===== config.mk =====
export PLATFORM = sky130hd
export DESIGN_NAME = tlb_reader
export DESIGN_NICKNAME = d
export VERILOG_FILES = /design/src/rtl/tlb_reader.sv
export SDC_FILE = /design/constraint.sdc
export NUM_CORES = 1
export LEC_CHECK = 0
export ABC_AREA = 0
export CAP_MARGIN = 15
export CORE_MARGIN = 2
export CORE_UTILIZATION = 46
export DETAILED_ROUTE_END_ITERATION = 8
export HOLD_SLACK_MARGIN = 0.02
export PLACE_DENSITY = 0.84
export SLEW_MARGIN = 20
export SYNTH_ARGS = -nofsm -noshare
export SYNTH_HDL_FRONTEND = slang
export SYNTH_SLANG_ARGS = --single-unit
export TNS_END_PERCENT = 10

===== constraint.sdc =====
create_clock -name clk -period 3.4 [get_ports clk]
set_clock_uncertainty 0.2 [all_clocks]
set_input_delay 0.34 -clock clk [delete_from_list [all_inputs] [get_ports clk]]
set_output_delay 0.34 -clock clk [all_outputs]
set_load 0.02 [all_outputs]

===== src/rtl/tlb_reader.sv =====
// ---------------------------------------------------------------------------
// tlb_reader -- TLBR / TLBP sequencer for the CP0 TLB array.
//
// Runs one of two operations against a synchronous-read TLB array:
//   * read  (TLBR): fetches entry cp0_index[5:0] and returns its three words.
//   * probe (TLBP): scans entries 0..63 and reports the lowest index whose
//                   VPN2 matches and whose ASID matches or which is global.
// When both requests arrive together the probe runs and the read is dropped.
// Requests are only accepted in IDLE; anything raised while busy is lost.
//
// Configuration macro: TLB_PROBE_EARLY_EXIT_EN
//   defined   -> the probe stops at the first match (done at cycle k+i+2)
//   undefined -> the probe always scans all 64 entries (done at cycle k+65)
//
// Ports:
//   clk           clock, all state on the rising edge
//   res           asynchronous reset, active low
//   req_read      TLBR request (sampled in IDLE)
//   req_probe     TLBP request (sampled in IDLE, wins over req_read)
//   cp0_index     Index register, [5:0] = entry for TLBR
//   cp0_entryHi   EntryHi, VPN2 = [31:13], ASID = [7:0]
//   tlb_rd_en     array read strobe
//   tlb_rd_idx    array read address
//   tlb_rd_data   {entryHi, entryLo0, entryLo1}, valid the cycle after rd_en
//   busy          high in every non-IDLE state
//   done          one-cycle completion pulse
//   out_index     probe result, bit31 = P (no match), [5:0] = matching entry
//   out_entryHi / out_entryLo0 / out_entryLo1   read result
//   wr_index      pulses with done after a probe
//   wr_entry      pulses with done after a read
// ---------------------------------------------------------------------------
module tlb_reader (
   input  logic        clk,
   input  logic        res,
   input  logic        req_read,
   input  logic        req_probe,
   input  logic [31:0] cp0_index,
   input  logic [31:0] cp0_entryHi,
   output logic        tlb_rd_en,
   output logic [5:0]  tlb_rd_idx,
   input  logic [95:0] tlb_rd_data,
   output logic        busy,
   output logic        done,
   output logic [31:0] out_index,
   output logic [31:0] out_entryHi,
   output logic [31:0] out_entryLo0,
   output logic [31:0] out_entryLo1,
   output logic        wr_index,
   output logic        wr_entry
);

`ifdef TLB_PROBE_EARLY_EXIT_EN
   localparam bit EARLY_EXIT = 1'b1;
`else
   localparam bit EARLY_EXIT = 1'b0;
`endif

   typedef enum logic [2:0] {
      S_IDLE    = 3'd0,
      S_RD      = 3'd1,
      S_RD_WAIT = 3'd2,
      S_PROBE   = 3'd3,
      S_FIN     = 3'd4
   } state_t;

   // Entry match: VPN2 equal, and either global (G set in both halves) or ASID equal.
   function automatic logic tlb_match(input logic [95:0] entry,
                                      input logic [18:0] vpn2,
                                      input logic [7:0]  asid);
      logic [31:0] hi;
      logic [31:0] lo0;
      logic [31:0] lo1;
      {hi, lo0, lo1} = entry;
      return (hi[31:13] == vpn2) && ((lo0[0] && lo1[0]) || (hi[7:0] == asid));
   endfunction

   state_t      state_q, state_d;
   logic        rd_en_q, rd_en_d;
   logic [5:0]  rd_idx_q, rd_idx_d;
   logic [6:0]  issue_q, issue_d;          // next probe index to issue; bit6 = all issued
   logic        pend_q, pend_d;            // tlb_rd_data holds a probe entry this cycle
   logic [5:0]  pend_idx_q, pend_idx_d;    // index of that entry
   logic        found_q, found_d;
   logic [5:0]  found_idx_q, found_idx_d;
   logic [18:0] vpn2_q, vpn2_d;            // EntryHi snapshot taken at the request edge
   logic [7:0]  asid_q, asid_d;
   logic        busy_q, busy_d;
   logic        done_q, done_d;
   logic        wr_index_q, wr_index_d;
   logic        wr_entry_q, wr_entry_d;
   logic [31:0] out_index_q, out_index_d;
   logic [31:0] out_hi_q, out_hi_d;
   logic [31:0] out_lo0_q, out_lo0_d;
   logic [31:0] out_lo1_q, out_lo1_d;
   logic        hit_s;
   logic        finish_s;
   logic        unused_s;

   // Upper Index bits and EntryHi[12:8] play no part in either operation.
   assign unused_s = ^{cp0_index[31:6], cp0_entryHi[12:8]};

   // Next-state and next-output computation for the whole sequencer.
   always_comb begin
      state_d     = state_q;
      rd_en_d     = 1'b0;
      rd_idx_d    = rd_idx_q;
      issue_d     = issue_q;
      pend_d      = 1'b0;
      pend_idx_d  = pend_idx_q;
      found_d     = found_q;
      found_idx_d = found_idx_q;
      vpn2_d      = vpn2_q;
      asid_d      = asid_q;
      done_d      = 1'b0;
      wr_index_d  = 1'b0;
      wr_entry_d  = 1'b0;
      out_index_d = out_index_q;
      out_hi_d    = out_hi_q;
      out_lo0_d   = out_lo0_q;
      out_lo1_d   = out_lo1_q;
      hit_s       = 1'b0;
      finish_s    = 1'b0;

      case (state_q)
         S_IDLE: begin
            if (req_probe) begin
               state_d     = S_PROBE;
               rd_en_d     = 1'b1;
               rd_idx_d    = 6'd0;
               issue_d     = 7'd1;
               found_d     = 1'b0;
               found_idx_d = 6'd0;
               vpn2_d      = cp0_entryHi[31:13];
               asid_d      = cp0_entryHi[7:0];
            end else if (req_read) begin
               state_d  = S_RD;
               rd_en_d  = 1'b1;
               rd_idx_d = cp0_index[5:0];
            end else begin
               state_d = S_IDLE;
            end
         end
         S_RD: begin
            state_d = S_RD_WAIT;
         end
         S_RD_WAIT: begin
            {out_hi_d, out_lo0_d, out_lo1_d} = tlb_rd_data;
            done_d     = 1'b1;
            wr_entry_d = 1'b1;
            state_d    = S_FIN;
         end
         S_PROBE: begin
            // The strobe issued last cycle becomes the entry compared this cycle.
            pend_d     = rd_en_q;
            pend_idx_d = rd_idx_q;
            hit_s      = pend_q && tlb_match(tlb_rd_data, vpn2_q, asid_q);
            if (hit_s && !found_q) begin
               found_d     = 1'b1;
               found_idx_d = pend_idx_q;
            end else begin
               found_d = found_q;
            end
            finish_s = (pend_q && (pend_idx_q == 6'd63)) || (EARLY_EXIT && hit_s);
            if (finish_s) begin
               state_d    = S_FIN;
               done_d     = 1'b1;
               wr_index_d = 1'b1;
               if (found_q) begin
                  out_index_d = {26'd0, found_idx_q};
               end else if (hit_s) begin
                  out_index_d = {26'd0, pend_idx_q};
               end else begin
                  out_index_d = 32'h8000_0000;
               end
            end else if (!issue_q[6]) begin
               rd_en_d  = 1'b1;
               rd_idx_d = issue_q[5:0];
               issue_d  = issue_q + 7'd1;
            end else begin
               rd_en_d = 1'b0;
            end
         end
         S_FIN: begin
            state_d = S_IDLE;
         end
         default: begin
            state_d = S_IDLE;
         end
      endcase

      busy_d = (state_d != S_IDLE);
   end

   // State and registered outputs; reset aborts any operation without a pulse.
   always_ff @(posedge clk or negedge res) begin
      if (!res) begin
         state_q     <= S_IDLE;
         rd_en_q     <= 1'b0;
         rd_idx_q    <= 6'd0;
         issue_q     <= 7'd0;
         pend_q      <= 1'b0;
         pend_idx_q  <= 6'd0;
         found_q     <= 1'b0;
         found_idx_q <= 6'd0;
         vpn2_q      <= 19'd0;
         asid_q      <= 8'd0;
         busy_q      <= 1'b0;
         done_q      <= 1'b0;
         wr_index_q  <= 1'b0;
         wr_entry_q  <= 1'b0;
         out_index_q <= 32'd0;
         out_hi_q    <= 32'd0;
         out_lo0_q   <= 32'd0;
         out_lo1_q   <= 32'd0;
      end else begin
         state_q     <= state_d;
         rd_en_q     <= rd_en_d;
         rd_idx_q    <= rd_idx_d;
         issue_q     <= issue_d;
         pend_q      <= pend_d;
         pend_idx_q  <= pend_idx_d;
         found_q     <= found_d;
         found_idx_q <= found_idx_d;
         vpn2_q      <= vpn2_d;
         asid_q      <= asid_d;
         busy_q      <= busy_d;
         done_q      <= done_d;
         wr_index_q  <= wr_index_d;
         wr_entry_q  <= wr_entry_d;
         out_index_q <= out_index_d;
         out_hi_q    <= out_hi_d;
         out_lo0_q   <= out_lo0_d;
         out_lo1_q   <= out_lo1_d;
      end
   end

   assign tlb_rd_en    = rd_en_q;
   assign tlb_rd_idx   = rd_idx_q;
   assign busy         = busy_q;
   assign done         = done_q;
   assign wr_index     = wr_index_q;
   assign wr_entry     = wr_entry_q;
   assign out_index    = out_index_q;
   assign out_entryHi  = out_hi_q;
   assign out_entryLo0 = out_lo0_q;
   assign out_entryLo1 = out_lo1_q;

endmodule


==> impl_metrics.env, run 1 <==
export IMPL_yosys_register_bits=165
export IMPL_cts_buffer_depth=2
export IMPL_io_pins=303
export IMPL_row_count=44
export IMPL_rsz0062_at_grt="no"
export IMPL_insertedDiodeCount=0
export IMPL_rrSetupSlack_ns=1.01
export IMPL_cts_sinks=165
export IMPL_pre_cts_ws_ns=0.577
export IMPL_setup_viol=0
export IMPL_finalHoldViolations=0
export IMPL_timing_worst_setup_path_type="reg -> reg"
export IMPL_critPathRequiredTime_ns=3.50
export IMPL_cp_max_fo=6
export IMPL_synthTopCellsByArea="dfrtp_1, mux2_1, mux2_2"
export IMPL_fin_util_pct=69.3
export IMPL_slowest_stage="a2111oi_2"
export IMPL_gp_congestion=0.813
export IMPL_fin_area_mm2=0.0101
export IMPL_cp_start_kind="flip-flop"
export IMPL_grt_pass1_vias=5118
export IMPL_ys_warn_count=0
export IMPL_clk_pin_slew_ns=0.06
export IMPL_synth_distinct_cells=39
export IMPL_drt_first_pass_iters=6
export IMPL_routed_wl_um=16500
export IMPL_relSlewSlack_pct=50.2
export IMPL_final_nets=935
export IMPL_fmax_ghz=0.418
export IMPL_min_period_ns=2.39
export IMPL_seq_area_frac_synth_pct=59.7
export IMPL_cts_resized=0
export IMPL_synth_cells=522
export IMPL_drive_gt1_share_pct=11.4
export IMPL_vias_per_cell=4.97
export IMPL_cts_inserted_buffers=17
export IMPL_grt_pass1_wl_um=26600
export IMPL_coreArea_mm2=0.0146
export IMPL_max_cap_violations=0
export IMPL_grt_overflow_total=0
export IMPL_die_area_mm2=0.0160
export IMPL_power_density_mw_per_mm2=932
export IMPL_arrival_ns=2.49
export IMPL_grt_total_usage_pct=21.2
export IMPL_path_cells="xnor2_1 > o2111ai_1 > a2111oi_2 > nand4_2 > nor3_4 > mux2_2"
export IMPL_setup_slack_ns=1.01
export IMPL_synth_top_area_share_pct=59.7
export IMPL_syn2layout_area_growth_pct=46.3
export IMPL_dp_hpwl_um=12100
export IMPL_cts_tree="yes"
export IMPL_drt_iter0_drc=192
export IMPL_tightest_slew_ns=0.744
export IMPL_avgSynthCellArea_um2=13.2
export IMPL_port_buffers=246
export IMPL_die_height_um=127
export IMPL_synth_top_area_cell="dfrtp_1"
export IMPL_finalSetupTns_ns=0
export IMPL_clk_latency_ns=0.42
export IMPL_wl_per_cell_um=17.0
export IMPL_fp_dieW_um=127
export IMPL_ant_nets=0
export IMPL_antenna_found_initial=0
export IMPL_holdWs_ns=0.276
export IMPL_hold_class="reg -> reg"
export IMPL_outcome="completed"
export IMPL_ir_drop_mv=0.458
export IMPL_nFillCells=993
export IMPL_grt_max_degree=75
export IMPL_start_util_pct=47.4
export IMPL_h_tree_depth=4
export IMPL_cts_root_buffer="clkbuf_16"
export IMPL_p_leak_nw=4.29
export IMPL_dpl_instance_area_mm2=0.00950
export IMPL_vias=4805
export IMPL_cpPeakStageDelay_ns=0.40
export IMPL_drv_slew=0
export IMPL_syn_area_mm2=0.00691
export IMPL_finalCritPeriodShare_pct=70.4
export IMPL_drc=0
export IMPL_worstSetupEndpointType="flip-flop"
-- report_power, final --
part	switching [mW]	internal, mW
clock	0.727	1.20
sequential	0.514	2.85
combinational	1.99	2.15
-- placed cells by master, fill, tap and decap left out, types with 2 or more instances in the layout --
master / synthesis / routed
mux2_2: 43 / 43
o21ai_0: 6 / 6
o22ai_1: 2 / 2
and4_1: 2 / 2
nor3b_1: 8 / 7
clkbuf_1: 11 / 2
mux2_1: 83 / 83
xnor2_1: 22 / 22
nand2_1: 40 / 40
nor2_1: 12 / 12
o21ai_1: 12 / 12
buf_4: 25 / 6
nand3_1: 4 / 4
nand2b_1: 3 / 3
bufinv_16: 0 / 2
nand4_1: 8 / 8
clkdlybuf4s50_1: 0 / 245
nor2b_1: 6 / 6
clkinvlp_4: 0 / 3
clkinv_2: 0 / 2
nor3_1: 2 / 2
inv_2: 2 / 2
a22o_1: 3 / 3
clkbuf_16: 0 / 17
inv_1: 6 / 6
clkbuf_8: 0 / 6
xor2_1: 3 / 3
conb_1: 1 / 25
dfrtp_1: 165 / 165
a21oi_1: 19 / 19
and3_1: 8 / 8
buf_12: 0 / 2
-- logic make-up (layout without fill, tap and decap cells) --
logic type / count (synthesis) / count (layout) / synth area share (%)
mux: 127 / 127 / 20.7
xor+xnor: 25 / 25 / 3.17
simple gates: 99 / 99 / 7.57
compound gates: 46 / 46 / 3.87
fa+ha+maj: 1 / 1 / 0.181
flops: 165 / 165 / 59.7
other cells: 1 / 25 / 0.0542
buf+inv: 58 / 295 / 4.76
-- flip-flops by register name (all words and copies together), names as in the netlist, 3 cells and up --
name / cells
out_entryLo0: 32
found_idx_q: 6
out_entryLo1: 32
out_entryHi: 32
vpn2_q: 19
asid_q: 8
out_index: 7
pend_idx_q: 6
tlb_rd_idx: 6
state_q: 3
issue_q: 7
-- per-stage QoR --
stage	power, mW	std cells
floorplan	5.65	546
global placement	7.41	934
detailed placement	7.57	934
CTS	9.55	967
global route	9.97	967
finish	9.43	967
-- worst paths after layout --
kind / to / cells after the start / startpoint
max: found_idx_q[4]$_DFFE_PN0P_ / 6 / vpn2_q[16]$_DFFE_PN0P_
min: pend_q$_DFF_PN0_ / 1 / tlb_rd_en$_DFF_PN0_
max reg2reg: found_idx_q[4]$_DFFE_PN0P_ / 6 / vpn2_q[16]$_DFFE_PN0P_
min reg2reg: pend_q$_DFF_PN0_ / 1 / tlb_rd_en$_DFF_PN0_
max in group asynchronous: out_entryLo0[14]$_DFFE_PN0P_ / 3 / res
min in group asynchronous: out_entryHi[24]$_DFFE_PN0P_ / 2 / res
-- synthesized netlist by cell type --
cell type  count
clkbuf_1      11
o21ai_0        6
ha_1           1
and3_1         8
dfrtp_1      165
inv_2          2
o21ba_1        1
xor2_1         3
nand4_2        1
nand2b_1       3
nand4_1        8
mux2_1        83
nor4b_2        1
a22o_1         3
o2111ai_1      1
conb_1         1
a2111oi_2      1
and2_1         1
buf_2         13
mux2i_1        1
and4_1         2
nand2_1       40
xnor2_1       22
buf_4         25
nor3_4         1
o21ai_1       12
mux2_2        43
nand3_1        4
a21oi_1       19
nor3_1         2
or4_1          1
a2111oi_1      1
inv_1          6
nor2_1        12
or2_0          1
clkbuf_2       1
o22ai_1        2
nor2b_1        6
nor3b_1        8
-- worst max-delay path, delay by kind of cell, from the launching register on --
family           cells  cell delay, ns
AO/OA/AOI/OAI        2            0.56
flip-flops           1            0.39
multiplexers         1            0.37
XOR/XNOR             1            0.20
AND/OR/NAND/NOR      2            0.54
-- layer usage --
layer / vias up / part of all wire, % / global-route usage, %
li1: 2252 / - / -
met1: 2338 / 39 / 25.0
met2: 195 / 53 / 37.5
met3: 20 / 6.8 / 5.40
met4: 0 / 1.8 / 7.89
met5: - / 0 / 0
-- final cells by class --
| type | instances | area [um^2] | area share (%) |
|---|---|---|---|
| Clock buffer | 25 | 515 | 5.10 |
| Sequential cell | 165 | 4130 | 40.8 |
| Clock inverter | 7 | 92.6 | 0.915 |
| Inverter | 8 | 30.0 | 0.297 |
| Tap cell | 184 | 230 | 2.28 |
| Timing Repair Buffer | 255 | 2560 | 25.3 |
| Multi-Input combinational cell | 323 | 2560 | 25.3 |
-- repair_timing --
action,4_1_cts,5_1_grt
setup buffers,0,0
endpoints found under the hold margin,71,0
setup endpoints to repair,0,0
hold buffers,1,0
No activity file was read; power rests on OpenSTA's default activity.
==> run 2: changes to the inputs <==
Settings changed: CORE_UTILIZATION 46 to 38, PLACE_DENSITY 0.84 to 0.73.
Clock period 3.4 ns to 2 ns, I/O delays scaled along.
==> run 2 against run 1 <==
  * The flow now finishes with violations (negative setup slack)
  * Via count up 2.3%
  * First-iteration DRC count down 27%
  * Clock power up 65%
  * Critical endpoint is now found_idx_q[5]$_DFFE_PN0P_
  * Largest power group unchanged
==> impl_metrics.env, run 2 (synthesis gave the netlist of run 1 again) <==
export IMPL_cpPeakStageDelay_ns=0.42
export IMPL_cts_tree="yes"
export IMPL_worstSetupEndpointType="flip-flop"
export IMPL_path_cells="xnor2_2 > o2111ai_2 > a2111oi_4 > nand4_4 > nor3_4 > buf_6 > mux2_4"
export IMPL_final_nets=954
export IMPL_insertedDiodeCount=0
export IMPL_max_cap_violations=0
export IMPL_globalRouteMet2Util_pct=30.2
export IMPL_power_density_mw_per_mm2=1550
export IMPL_grt_overflow_total=0
export IMPL_grt_pass1_wl_um=27200
export IMPL_rr_worst_depth=7
export IMPL_wl_per_cell_um=16.4
export IMPL_drc=0
export IMPL_slowest_stage="dfrtp_1"
export IMPL_setup_viol=14
export IMPL_drv_slew=0
export IMPL_ir_drop_mv=0.805
export IMPL_pre_cts_ws_ns=-0.637
export IMPL_multi_input_area_mm2=0.00265
export IMPL_syn2layout_area_growth_pct=50.7
export IMPL_arrival_ns=2.30
export IMPL_timing_worst_setup_path_type="reg -> reg"
export IMPL_holdWs_ns=0.0437
export IMPL_grt_total_usage_pct=17.6
export IMPL_grt_pass1_vias=5202
export IMPL_min_period_ns=2.21
export IMPL_rsz0062_at_grt="yes"
export IMPL_grt_util_met1_pct=21.2
export IMPL_vias_per_cell=4.77
export IMPL_busiest_layer="met2"
export IMPL_die_area_mm2=0.0193
export IMPL_hold_class="in -> async"
export IMPL_dp_hpwl_um=12600
export IMPL_ant_nets=0
export IMPL_failed_checks="negative setup slack"
export IMPL_drive_gt1_share_pct=15.1
export IMPL_fmax_ghz=0.453
export IMPL_coreArea_mm2=0.0179
export IMPL_grt_max_degree=73
export IMPL_clk_pin_slew_ns=0.06
export IMPL_critPathRequiredTime_ns=2.10
export IMPL_outcome="complete, but fails checks"
export IMPL_port_buffers=246
export IMPL_nFillCells=1447
export IMPL_finalCritPeriodShare_pct=110
export IMPL_gp_congestion=0.810
export IMPL_h_tree_depth=4
export IMPL_drt_iter0_drc=140
export IMPL_die_height_um=139
export IMPL_io_pins=303
export IMPL_antenna_found_initial=0
export IMPL_final_common_cell="clkdlybuf4s50_1"
export IMPL_p_leak_nw=4.41
export IMPL_routed_wl_um=17000
export IMPL_finalHoldViolations=0
export IMPL_grtUsageMet3_pct=4.42
export IMPL_cts_buffer_depth=2
export IMPL_cp_start_kind="flip-flop"
export IMPL_row_count=49
export IMPL_vias=4917
export IMPL_fp_dieW_um=139
export IMPL_start_util_pct=38.6
export IMPL_setup_slack_ns=-0.207
export IMPL_drt_first_pass_iters=4
export IMPL_clk_latency_ns=0.41
export IMPL_cp_max_fo=6
export IMPL_seqCellArea_mm2=0.00413
export IMPL_cts_inserted_buffers=17
export IMPL_cts_root_buffer="clkbuf_16"
export IMPL_final_cell_mix="clkdlybuf4s50_1, dfrtp_1, mux2_1"
export IMPL_cts_sinks=165
run 2: cell type report:
class,count,area share [%]
Tap cell,229,2.75
Clock inverter,12,1.14
Sequential cell,165,39.6
Clock buffer,20,4.48
Multi-Input combinational cell,323,25.5
Timing Repair Buffer,274,26.2
Inverter,8,0.288
run 2: power breakdown:
group / internal [mW] / total, mW / leakage (nW) / switching [mW]
combinational: 3.82 / 7.32 / 2.15 / 3.50
sequential: 4.84 / 5.70 / 1.98 / 0.853
clock: 1.83 / 3.17 / 0.280 / 1.34
run 2: metrics by stage:
| stage | total power, mW | util [%] | cells | TNS (ns) | area, um^2 |
|---|---|---|---|---|---|
| 5_1_grt | 17.1 | 58.2 | 1031 | -3.68 | 10400 |
| 6_report | 16.2 | 58.2 | 1031 | -2.40 | 10400 |
| 2_1_floorplan | 9.61 | - | 546 | -1.16 | 7000 |
| 3_3_place_gp | 12.8 | 54.1 | 994 | -7.65 | 9690 |
| 4_1_cts | 16.3 | 57.7 | 1029 | -2.80 | 10300 |
| 3_5_place_dp | 13.1 | 54.1 | 994 | -8.53 | 9690 |
run 2: critical path: cells and delay by family (launching register included):
kind	cells	cell delay, ns
multiplexers	1	0.31
flip-flops	1	0.42
AO/OA/AOI/OAI	2	0.49
AND/OR/NAND/NOR	2	0.33
XOR/XNOR	1	0.18
buffers and inverters	1	0.16
run 2: worst paths after layout:
path	to	slack, ns	start
setup / recovery	found_idx_q[5]$_DFFE_PN0P_	-0.21	vpn2_q[16]$_DFFE_PN0P_
hold / removal	issue_q[3]$_DFFE_PN0P_	0.04	res
setup reg to reg	found_idx_q[5]$_DFFE_PN0P_	-0.21	vpn2_q[16]$_DFFE_PN0P_
hold reg to reg	out_entryLo1[25]$_DFFE_PN0P_	0.28	out_entryLo1[25]$_DFFE_PN0P_
max in group asynchronous	out_index[0]$_DFFE_PN0P_	0.90	res
min in group clk	vpn2_q[9]$_DFFE_PN0P_	0.16	cp0_entryHi[22]
run 2: metal layers:
metal	part of all wire [%]	routed length, um	vias up
met5	0	0	-
met4	2.6	436	0
met3	6.0	1010	26
met2	50	8520	200
met1	41	6990	2395
li1	-	-	2296
run 2: repair_timing:
item	in CTS	in global routing
setup buffers	2	2
pin swaps	7	9
resized for setup	8	14
endpoints found under the hold margin	165	0
cloned	0	0
hold buffers	1	0
setup endpoints to repair	18	104
==> run 3: changes to the inputs <==
Settings changed: CELL_PAD_IN_SITES_DETAIL_PLACEMENT set to 2, CELL_PAD_IN_SITES_GLOBAL_PLACEMENT set to 2, CORE_UTILIZATION 38 to 24, MAX_ROUTING_LAYER set to met4, PLACE_DENSITY 0.73 to 0.74.
==> run 3 against run 2 <==
  * Combinational power is 5.9% higher
  * Hold slack better by 0.028 ns
  * Worst setup slack lost 0.081 ns
  * The run still ends with negative setup slack left
  * Sequential share of layout area decreased by 1.2 points
  * Final area is 3.0% higher
  * Clock power up 1%
  * Highest routed layer unchanged
  * Total power is 3.0% higher
  * Flip-flop and latch count is the same
  * Die area up 56%
  * Final cell count increased by 16%
==> impl_metrics.env, run 3 (synthesis gave the netlist of run 1 again) <==
export IMPL_drt_first_pass_iters=4
export IMPL_cts_inserted_buffers=17
export IMPL_nFillCells=2981
export IMPL_io_pins=303
export IMPL_rsz0062_at_grt="yes"
export IMPL_drv_slew=0
export IMPL_drt_iter0_drc=200
export IMPL_fp_dieW_um=174
export IMPL_outcome="complete, but fails checks"
export IMPL_drive_gt1_share_pct=15.6
export IMPL_cts_sinks=165
export IMPL_arrival_ns=2.40
export IMPL_drc=0
export IMPL_timing_worst_setup_path_type="reg -> reg"
export IMPL_tightest_slew_ns=0.519
export IMPL_start_util_pct=24.2
export IMPL_finalSetupTns_ns=-3.14
export IMPL_die_area_mm2=0.0302
export IMPL_vias=5061
export IMPL_hold_class="in -> async"
export IMPL_setup_viol=13
export IMPL_ir_drop_mv=0.538
export IMPL_coreArea_mm2=0.0285
export IMPL_cp_start_kind="flip-flop"
export IMPL_routed_wl_um=21300
export IMPL_grt_max_degree=50
export IMPL_holdWs_ns=0.0713
export IMPL_wl_per_cell_um=17.8
export IMPL_critPathRequiredTime_ns=2.11
export IMPL_insertedDiodeCount=0
export IMPL_fmax_ghz=0.437
export IMPL_cp_max_fo=4
export IMPL_dpl_instance_area_mm2=0.0100
export IMPL_relSlewSlack_pct=65.4
export IMPL_cts_tree="yes"
export IMPL_power_density_mw_per_mm2=1550
export IMPL_cts_buffer_depth=2
export IMPL_die_height_um=174
export IMPL_final_nets=965
export IMPL_final_common_cell="clkdlybuf4s50_1"
export IMPL_worstSetupEndpointType="flip-flop"
export IMPL_gp_congestion=0.741
export IMPL_grt_pass1_wl_um=33700
export IMPL_max_cap_violations=0
export IMPL_grt_overflow_total=0
export IMPL_grt_total_usage_pct=14.8
export IMPL_min_period_ns=2.29
export IMPL_dp_hpwl_um=16300
export IMPL_fin_area_mm2=0.0107
export IMPL_failed_checks="negative setup slack"
export IMPL_p_leak_nw=4.47
export IMPL_antenna_found_initial=0
export IMPL_final_cell_mix="clkdlybuf4s50_1, dfrtp_1, mux2_1"
export IMPL_h_tree_depth=4
export IMPL_ant_nets=0
export IMPL_finalHoldViolations=0
export IMPL_cts_root_buffer="clkbuf_16"
export IMPL_setup_slack_ns=-0.289
export IMPL_syn2layout_area_growth_pct=55.3
export IMPL_finalCritPeriodShare_pct=114
export IMPL_vias_per_cell=4.23
export IMPL_row_count=62
export IMPL_clk_latency_ns=0.43
export IMPL_grt_pass1_vias=5783
export IMPL_port_buffers=246
export IMPL_clk_pin_slew_ns=0.08
run 3: changes by cell type in the layout (fill, tap and decap cells not counted), moves of 2 or more:
cell | previous run | this run
clkbuf_8 | 3 | 0
clkinv_8 | 0 | 2
nand2_1 | 37 | 40
nand2_2 | 3 | 0
inv_8 | 0 | 3
buf_12 | 3 | 11
buf_4 | 22 | 25
clkinv_4 | 3 | 1
run 3: layer usage:
metal | vias up | track usage, % | part of all wire, %
li1 | 2305 | - | -
met2 | 156 | 25.6 | 51
met3 | 19 | 2.89 | 4.2
met4 | 0 | 4.20 | 1.4
met1 | 2581 | 17.7 | 43
met5 | - | - | 0
run 3: power breakdown:
part           switching, mW  internal (mW)
registers              0.870           4.84
logic                   3.69           4.06
clock network           1.56           1.65
run 3: per-stage QoR:
stage                     util (%)  power (mW)  setup WS (ns)  cells
after floorplan                  -        9.61         -0.120    546
after global placement        35.2        13.3         -0.649   1159
after detailed placement      35.2        13.6         -0.708   1159
after CTS                     37.5        17.0         -0.395   1195
after global routing          37.6        17.7         -0.390   1197
final                         37.6        16.7         -0.289   1197
run 3: worst max-delay path: stages (launching register included):
cell	delay, ns
dfrtp_1	0.43
xnor2_2	0.17
nand4_1	0.20
a2111oi_2	0.29
nand4_2	0.20
nor3_4	0.22
buf_6	0.16
mux2_4	0.30
run 3: repair_timing:
action | in CTS | in global routing
pin swaps | 7 | 4
resized for setup | 11 | 4
setup buffers | 3 | 2
hold buffers | 1 | 0
endpoints found under the hold margin | 165 | 0
cloned | 0 | 0
endpoints found under the setup margin | 13 | 22
run 3: worst paths after layout:
kind | from | slack, ns | to | cells past startpoint
max in group asynchronous | res | 0.90 | found_q$_DFFE_PN0P_ | 3
min in group clk | cp0_entryHi[20] | 0.14 | vpn2_q[7]$_DFFE_PN0P_ | 3
worst min register to register | out_entryLo1[24]$_DFFE_PN0P_ | 0.28 | out_entryLo1[24]$_DFFE_PN0P_ | 1
worst max-delay path | vpn2_q[15]$_DFFE_PN0P_ | -0.29 | found_idx_q[0]$_DFFE_PN0P_ | 7
worst max register to register | vpn2_q[15]$_DFFE_PN0P_ | -0.29 | found_idx_q[0]$_DFFE_PN0P_ | 7
worst min-delay path | res | 0.07 | out_entryHi[21]$_DFFE_PN0P_ | 2
run 3: area by class of cell:
cell class              instances  area [um^2]  share of cell area, %
flip-flops and latches        165         4130                   38.5
repair buffers                285         2900                   27.0
multi-input cells             323         2620                   24.4
well taps                     384          480                   4.48
clock buffers                  18          429                   4.00
clock inverters                14          140                   1.31
inverters                       8         30.0                  0.280
